$ cat src/rtl/seq_engine.sv
// Recurrence sequence generator: two seed terms, then T(k) = T(k-2) op T(k-1), written to a result RAM.
// Optional overflow detection is built only when SEQ_OVF_DETECT_EN is defined.
module seq_engine #(
    parameter int WIDTH = 32,
    parameter int DEPTH = 64,
    localparam int AW = $clog2(DEPTH)
) (
    input  logic             clk,
    input  logic             rst,
    input  logic             start,
    input  logic [AW:0]      n_terms,
    input  logic [WIDTH-1:0] seed0,
    input  logic [WIDTH-1:0] seed1,
    input  logic [1:0]       op,
    output logic             busy,
    output logic             done,
    input  logic [AW-1:0]    rd_addr,
    output logic [WIDTH-1:0] rd_data,
    output logic             ovf
);

    typedef enum logic [2:0] {IDLE, SEED0, SEED1, RUN, FIN} state_t;

    localparam logic [AW:0] DEPTH_N = (AW + 1)'(DEPTH);
    localparam logic [AW:0] ONE_N   = (AW + 1)'(1);
    localparam logic [AW:0] TWO_N   = (AW + 1)'(2);

    state_t           state, state_nx;
    logic [WIDTH-1:0] a, b;
    logic [AW:0]      k, n;
    logic [1:0]       op_q;
    logic             accept;
    logic             wr_en;
    logic [WIDTH-1:0] wr_data;
    logic [WIDTH-1:0] add_res;
    logic [WIDTH-1:0] result;
    logic [AW:0]      n_clamped;
    logic [WIDTH-1:0] mem [DEPTH];

    assign n_clamped = (n_terms > DEPTH_N) ? DEPTH_N : n_terms;
    assign busy      = (state == SEED0) || (state == SEED1) || (state == RUN);
    assign done      = (state == FIN);

    always_comb begin
        result = '0;
        case (op_q)
            2'b00:   result = add_res;
            2'b01:   result = b - a;
            2'b10:   result = a ^ b;
            default: result = a | b;
        endcase
    end

    always_comb begin
        state_nx = state;
        accept   = 1'b0;
        wr_en    = 1'b0;
        wr_data  = '0;
        case (state)
            IDLE: begin
                if (start) begin
                    accept   = 1'b1;
                    state_nx = (n_terms == '0) ? FIN : SEED0;
                end
            end
            SEED0: begin
                wr_en    = 1'b1;
                wr_data  = a;
                state_nx = (n == ONE_N) ? FIN : SEED1;
            end
            SEED1: begin
                wr_en    = 1'b1;
                wr_data  = b;
                state_nx = (n == TWO_N) ? FIN : RUN;
            end
            RUN: begin
                wr_en    = 1'b1;
                wr_data  = result;
                state_nx = (k == n - ONE_N) ? FIN : RUN;
            end
            FIN:     state_nx = IDLE;
            default: state_nx = IDLE;
        endcase
    end

    // Seeds are loaded straight into a/b at acceptance so SEED0/SEED1 just write them out.
    always_ff @(posedge clk or posedge rst) begin
        if (rst) begin
            state <= IDLE;
            a     <= '0;
            b     <= '0;
            k     <= '0;
            n     <= '0;
            op_q  <= '0;
        end else begin
            state <= state_nx;
            if (accept) begin
                a    <= seed0;
                b    <= seed1;
                k    <= '0;
                n    <= n_clamped;
                op_q <= op;
            end else if (wr_en) begin
                k <= k + ONE_N;
                if (state == RUN) begin
                    a <= b;
                    b <= result;
                end
            end
        end
    end

    always_ff @(posedge clk) begin
        if (wr_en)
            mem[k[AW-1:0]] <= wr_data;
    end

    always_ff @(posedge clk or posedge rst) begin
        if (rst)
            rd_data <= '0;
        else
            rd_data <= mem[rd_addr];
    end

`ifdef SEQ_OVF_DETECT_EN
    logic [WIDTH:0] sum_ext;
    logic           ovf_hit;
    logic           ovf_q;

    assign sum_ext = {1'b0, a} + {1'b0, b};
    assign add_res = sum_ext[WIDTH-1:0];
    assign ovf_hit = (state == RUN) &&
                     (((op_q == 2'b00) && sum_ext[WIDTH]) || ((op_q == 2'b01) && (b < a)));
    assign ovf     = ovf_q;

    always_ff @(posedge clk or posedge rst) begin
        if (rst)
            ovf_q <= 1'b0;
        else if (accept)
            ovf_q <= 1'b0;
        else if (ovf_hit)
            ovf_q <= 1'b1;
    end
`else
    assign add_res = a + b;
    assign ovf     = 1'b0;
`endif

endmodule

$ cat config.mk
export PLATFORM = sky130hd
export DESIGN_NAME = seq_engine
export DESIGN_NICKNAME = d
export VERILOG_FILES = /design/src/rtl/seq_engine.sv
export SDC_FILE = /design/constraint.sdc
export NUM_CORES = 2
export LEC_CHECK = 0
export ABC_AREA = 1
export BUFFER_PORTS_ARGS = -buffer_cell sky130_fd_sc_hd__buf_2
export CORE_AREA = 2 2 427 429
export DETAILED_ROUTE_END_ITERATION = 16
export DIE_AREA = 0 0 429 431
export HOLD_SLACK_MARGIN = 0.05
export PLACE_DENSITY = 0.69
export SLEW_MARGIN = 20
export SYNTH_ARGS = -nofsm -noshare
export SYNTH_HDL_FRONTEND = slang
export SYNTH_SLANG_ARGS = --single-unit
$ cat constraint.sdc
create_clock -name clk -period 11.5 [get_ports clk]
set_input_delay 0.575 -clock clk [delete_from_list [all_inputs] [get_ports clk]]
set_output_delay 0.575 -clock clk [all_outputs]
set_load 0.005 [all_outputs]
## Word-level counts from Yosys, hierarchy flattened

Memory sizes are Yosys's and may differ from the RTL's. A register that Yosys moved wholly into a read port is not among the register bits.
Index checks and enable logic that the tools add are counted.

- Add/sub/neg operators: 4
- Magnitude comparators: 1
- Equal/unequal tests: 10
- Muxes and demuxes: 22
- Bitwise operators: 2
- Reductions and logical operators: 9

Operators with widths:

| operator | number |
|---|---|
| $mux 32 | 6 |
| $pmux 32 s3 | 2 |
| $add 32x32->32 | 1 |
| $or 32x32->32 | 1 |
| $sub 32x32->32 | 1 |
| $xor 32x32->32 | 1 |
| $mux 7 | 3 |
| $mux 3 | 5 |
| $pmux 3 s4 | 1 |
| $add 7x1->7 const B | 1 |
| $eq 7x1->1 const B | 1 |
| $eq 7x2->1 const B | 1 |
| $eq 7x7->1 | 1 |
| $gt 7x7->1 const B | 1 |
| $logic_not 7->1 | 1 |
| $sub 7x1->7 const B | 1 |
| $eq 3x2->1 const B | 2 |
| $mux 1 | 5 |
| $reduce_bool 2->1 | 2 |
| $eq 3x1->1 const B | 1 |
| $eq 3x3->1 const B | 1 |
| $logic_not 3->1 | 1 |
| $reduce_or 3->1 | 1 |
| $eq 2x1->1 const B | 1 |
| other kinds (5) | 6 |

- Bits in registers: 83
- Bits in writable memories: 2048
- Input bits: 82
- Logic and storage cells: 55
- Memories kept: 1

Memories:

| memory | depth | bits a word | read ports | clocked after Yosys merged registers in | wr ports | line | source |
|---|---|---|---|---|---|---|---|
| mem | 64 | 32 | 1 | 1 | 1 | 38 | `logic [WIDTH-1:0] mem [DEPTH];` |

## Depth between registers and ports, before layout

- Depth in word-level cells: 5
- Depth in mapped cells: 26
- Mapped depth without buffers: 26

## Worst setup path after synthesis

No wires, ideal clock.

- Path type: flip-flop to flip-flop
- Start point: reg k[1]
- End point: mem mem[15][0] (enable)
- Arrival time: 4.151 ns
- Required time: 10.999 ns
- Setup slack: 6.848 ns
- Cell stages (with the launch flop): 8
- Cells stage by stage: dfrtp_1 -> clkbuf_1 -> nand2_1 -> nor2_1 -> inv_1 -> nor2_1 -> inv_1 -> nor4_1

RTL lines:

| element | line | source |
|---|---|---|
| start: declaration | 30 | `logic [AW:0] k, n;` |
| start signal: assignment | 104 | `k <= k + ONE_N;` |
| end: declaration | 38 |  |

No word-level cell before the write port.

## Worst setup path after layout

- Start point: reg op_q[1]
- End point: mem mem[3][30], data pin

- Longest elaborated chain between the ends: 3

Ends and longest elaborated chain:

| element | line | source |
|---|---|---|
| start: declaration | 31 | `logic [1:0] op_q;` |
| start signal: assignment | 102 | `op_q <= op;` |
| $eq 2x2->1 (tied with other cells) | 46 | `case (op_q)` |
| $pmux 32 s3 * | 46 |  |
| $pmux 32 s3 * | 59 | `case (state)` |
| net wr_data[30] | 34 | `logic [WIDTH-1:0] wr_data;` |

The timed path passes the listed nets; every way through them passes the cells marked *.

==> summary.txt <==
Status
  • Outcome: completed

Clocking
  • CTS buffer count: slightly above 200
  • # clock sinks: 2163
  • Post-CTS Setup Bufs: 0
  • CTS root buffer: clkbuf_16
  • Clock slew at reported path FFs: ~60 ps
  • Post-CTS Resized: 0
  • CTS tree: done
  • Worst-skew pair later-pin latency: 870 ps
  • Clock Path Buffers: 3
  • H-tree levels: 4
  • Hold-fix buffers, CTS: 69

Timing
  • Fin Setup TNS: 0 ps
  • Final Hold Vio Count: 0
  • Max_slew headroom: 20.8%
  • Fmax: approximately 200 MHz
  • Worst-margin pin slew: 1190 ps
  • Final period util: 44.1%
  • Final Max Tran Viols: 0
  • RSZ-0062 raised after global routing: no
  • Final setup vio count: 0
  • Clock skew: 58.9 ps
  • Minimum clock period: 5080 ps

Global route
  • Number of global-route vias before repair: 59.2k
  • Initial antenna violation count: 3
  • First-pass GRT wire length: 376 mm
  • Largest net degree at the start of global routing: between 300 and 400
  • GR Util All Layers: 27.2%
  • GRT overflow: 0

Critical path
  • Critical path class: reg2reg
  • Worst path cell trace: inv_1 > nand2_1 > inv_1 > a21oi_1 > a21oi_1 > nand2_1 > xor2_1 > ha_1 > nand2_1 > nor3_1 > nand2_1 > nor2_1 > nand2_1 > nand3_1 > nand3_1 > nand2_1 > nand2_1 > nand2_2 > buf_4
  • CP max stage cell: dfrtp_1
  • CP Capture Type: register
  • Required time of the critical path: 12090 ps
  • Critical path peak fanout: 48
  • Cell mode on critical path: nand2_1
  • CP max stage delay: between 500 and 600 ps
  • Worst Path Arrival: approximately 5700 ps
  • Critical path startpoint category: register

Synthesis
  • Flops & latches, synth: 2163
  • Cell accounting for the most synthesized area: edfxtp_1
  • Area fraction of the dominant cell type after synthesis: 68.4%
  • Ys async rst share: 5.32%
  • Register area share after synthesis: 71.6%
  • Syn_nets: approximately 7.7k
  • Average cell area after synthesis: 11.9 um^2
  • Number of synthesized flops with an enable pin: 2048
  • Top area cells in the synthesized netlist: edfxtp_1 (68%), o21ai_0 (5.8%), nor2_1 (5.0%), nand2_1 (4.0%), o22ai_1 (3.7%)
  • Mapped Cells: approximately 7.5k
  • Synthesized cell area: between 80000 and 90000 um^2
  • Ys Warns: 0
  • Top FF cell, synth: edfxtp_1
  • Unique masters post-synth: between 40 and 50

Routing
  • Vias: 62.1k
  • DR DRC count: 0
  • Routed len/inst: 25.2 um
  • ANT nets after route: 0
  • Initial DRC count: between 7k and 8k
  • Routed vias/inst: 6.14
  • Initial DRT Pass Iterations: 6
  • Total Wirelength: 255 mm

Final layout
  • Finished Cell Area: 100000 um^2
  • Fillers: 14.4k
  • Multi-input logic area: 22800 um^2
  • Most common cell after layout, fill and taps aside: edfxtp_1
  • FF/Latch Area: 64400 um^2
  • Nets: 7733
  • Share of layout cells above drive strength 1: 8.27%
  • Leading cell types in the layout, fill and taps excluded: edfxtp_1 (2048), nor2_1 (1130), o21ai_0 (1036)
  • Area growth, synth to finish: 11.6%

Power
  • Tot Pwr: roughly 26000 uW
  • Cell leakage power: ~0.034 uW
  • PwrDens: about 260 nW/um^2
  • Peak supply drop: 400 uV

Placement
  • Placed instance area: 93000 um^2
  • IO buf count: 115
  • Placer Congestion: 0.947
  • Final HPWL DP: 135 mm

Floorplanning
  • Die height: 431 um
  • Die span in x: between 400 and 500 um
  • Starting Density: 49.9%
  • Io pins: 117
  • Core Region: between 150000 and 200000 um^2
  • Row Count: 156
  • DIE AREA: ~180000 um^2

Hold path
  • Hold Crit Class: in2reg

Flow run
  • Max Cap Viol: 0
metal layers:
layer	global-route usage [%]	wire, um
met5	0	0
met4	13.0	12500
met3	3.94	24400
met2	43.5	119000
met1	36.9	99000
cell type report:
cell class              instances  share of cell area [%]
flip-flops and latches       2163                    64.2
multi-input cells            4614                    22.8
diodes                          1                 0.00250
inverters                     269                    1.06
clock buffers                 261                    5.37
repair buffers                331                    2.45
well taps                    2370                    2.96
clock inverters               114                    1.19
Yosys cell counts (21+ instances only):
cell type and instances:
edfxtp_1 2048, nor2_1 1189, o21ai_0 1036, nand2_1 966, o22ai_1 531, nand3_1 487
clkbuf_1 295, inv_1 263, dfrtp_1 115, buf_2 110, ha_1 68, o21ai_1 66
o211ai_1 51, a21oi_1 48, xor2_1 44, buf_6 29, o221ai_1 28, buf_1 27
buf_4 26, and2_1 25, nor3_1 21
path summary, 6_finish.rpt:
check | from | endpoint | slack [ps] | depth (start not counted)
max | op_q[1] | mem[3][30] | 6420 | 19
min | seed1[18] | b[18] | 100 | 5
max reg2reg | op_q[1] | mem[3][30] | 6420 | 19
min reg2reg | n[6] | n[6] | 590 | 2
max in group asynchronous | rst | a[22] | 9900 | 4
min in group asynchronous | rst | rd_data[5] | 410 | 3
power by group:
group	switching (uW)	total [uW]	internal [uW]
Sequential	283	12300	12000
Combinational	5990	7480	1490
Clock	2920	6640	3720
Total	9190	26400	17200
worst max-delay path: cells and delay by family (launching register included):
kind | cells | cell delay [ps]
buf+inv | 3 | 1200
compound gates | 2 | 500
fa+ha+maj | 1 | 380
flops | 1 | 570
simple gates | 12 | 1910
xor+xnor | 1 | 170
state kept, by name (all words and copies together) (netlist names):
signal	count
a	32
state	3
mem	2048
rd_data	32
k	7
n	7
b	32
op_q	2
cell families (layout without fill, tap and decap cells):
| logic type | after synthesis | after routing | share of synthesized area (%) |
|---|---|---|---|
| fa+ha+maj | 69 | 69 | 0.969 |
| other cells | 1 | 2 | 0.00417 |
| flops | 2163 | 2163 | 71.6 |
| buf+inv | 761 | 975 | 3.75 |
| xor+xnor | 47 | 47 | 0.458 |
| compound gates | 1778 | 1778 | 10.9 |
| simple gates | 2719 | 2719 | 12.2 |
stage by stage:
stage               hold slack (ps)  utilization, %  worst slack [ps]  cells
floorplan                       493               -              6850   7538
CTS                            54.1            55.7              6350  10100
detailed placement              565            51.6              6410   9678
global route                   95.0            55.7              6030  10100
global placement                560            51.6              6550   9678
finish                          105            55.7              6420  10100
No activity file was read; power rests on OpenSTA's default activity.
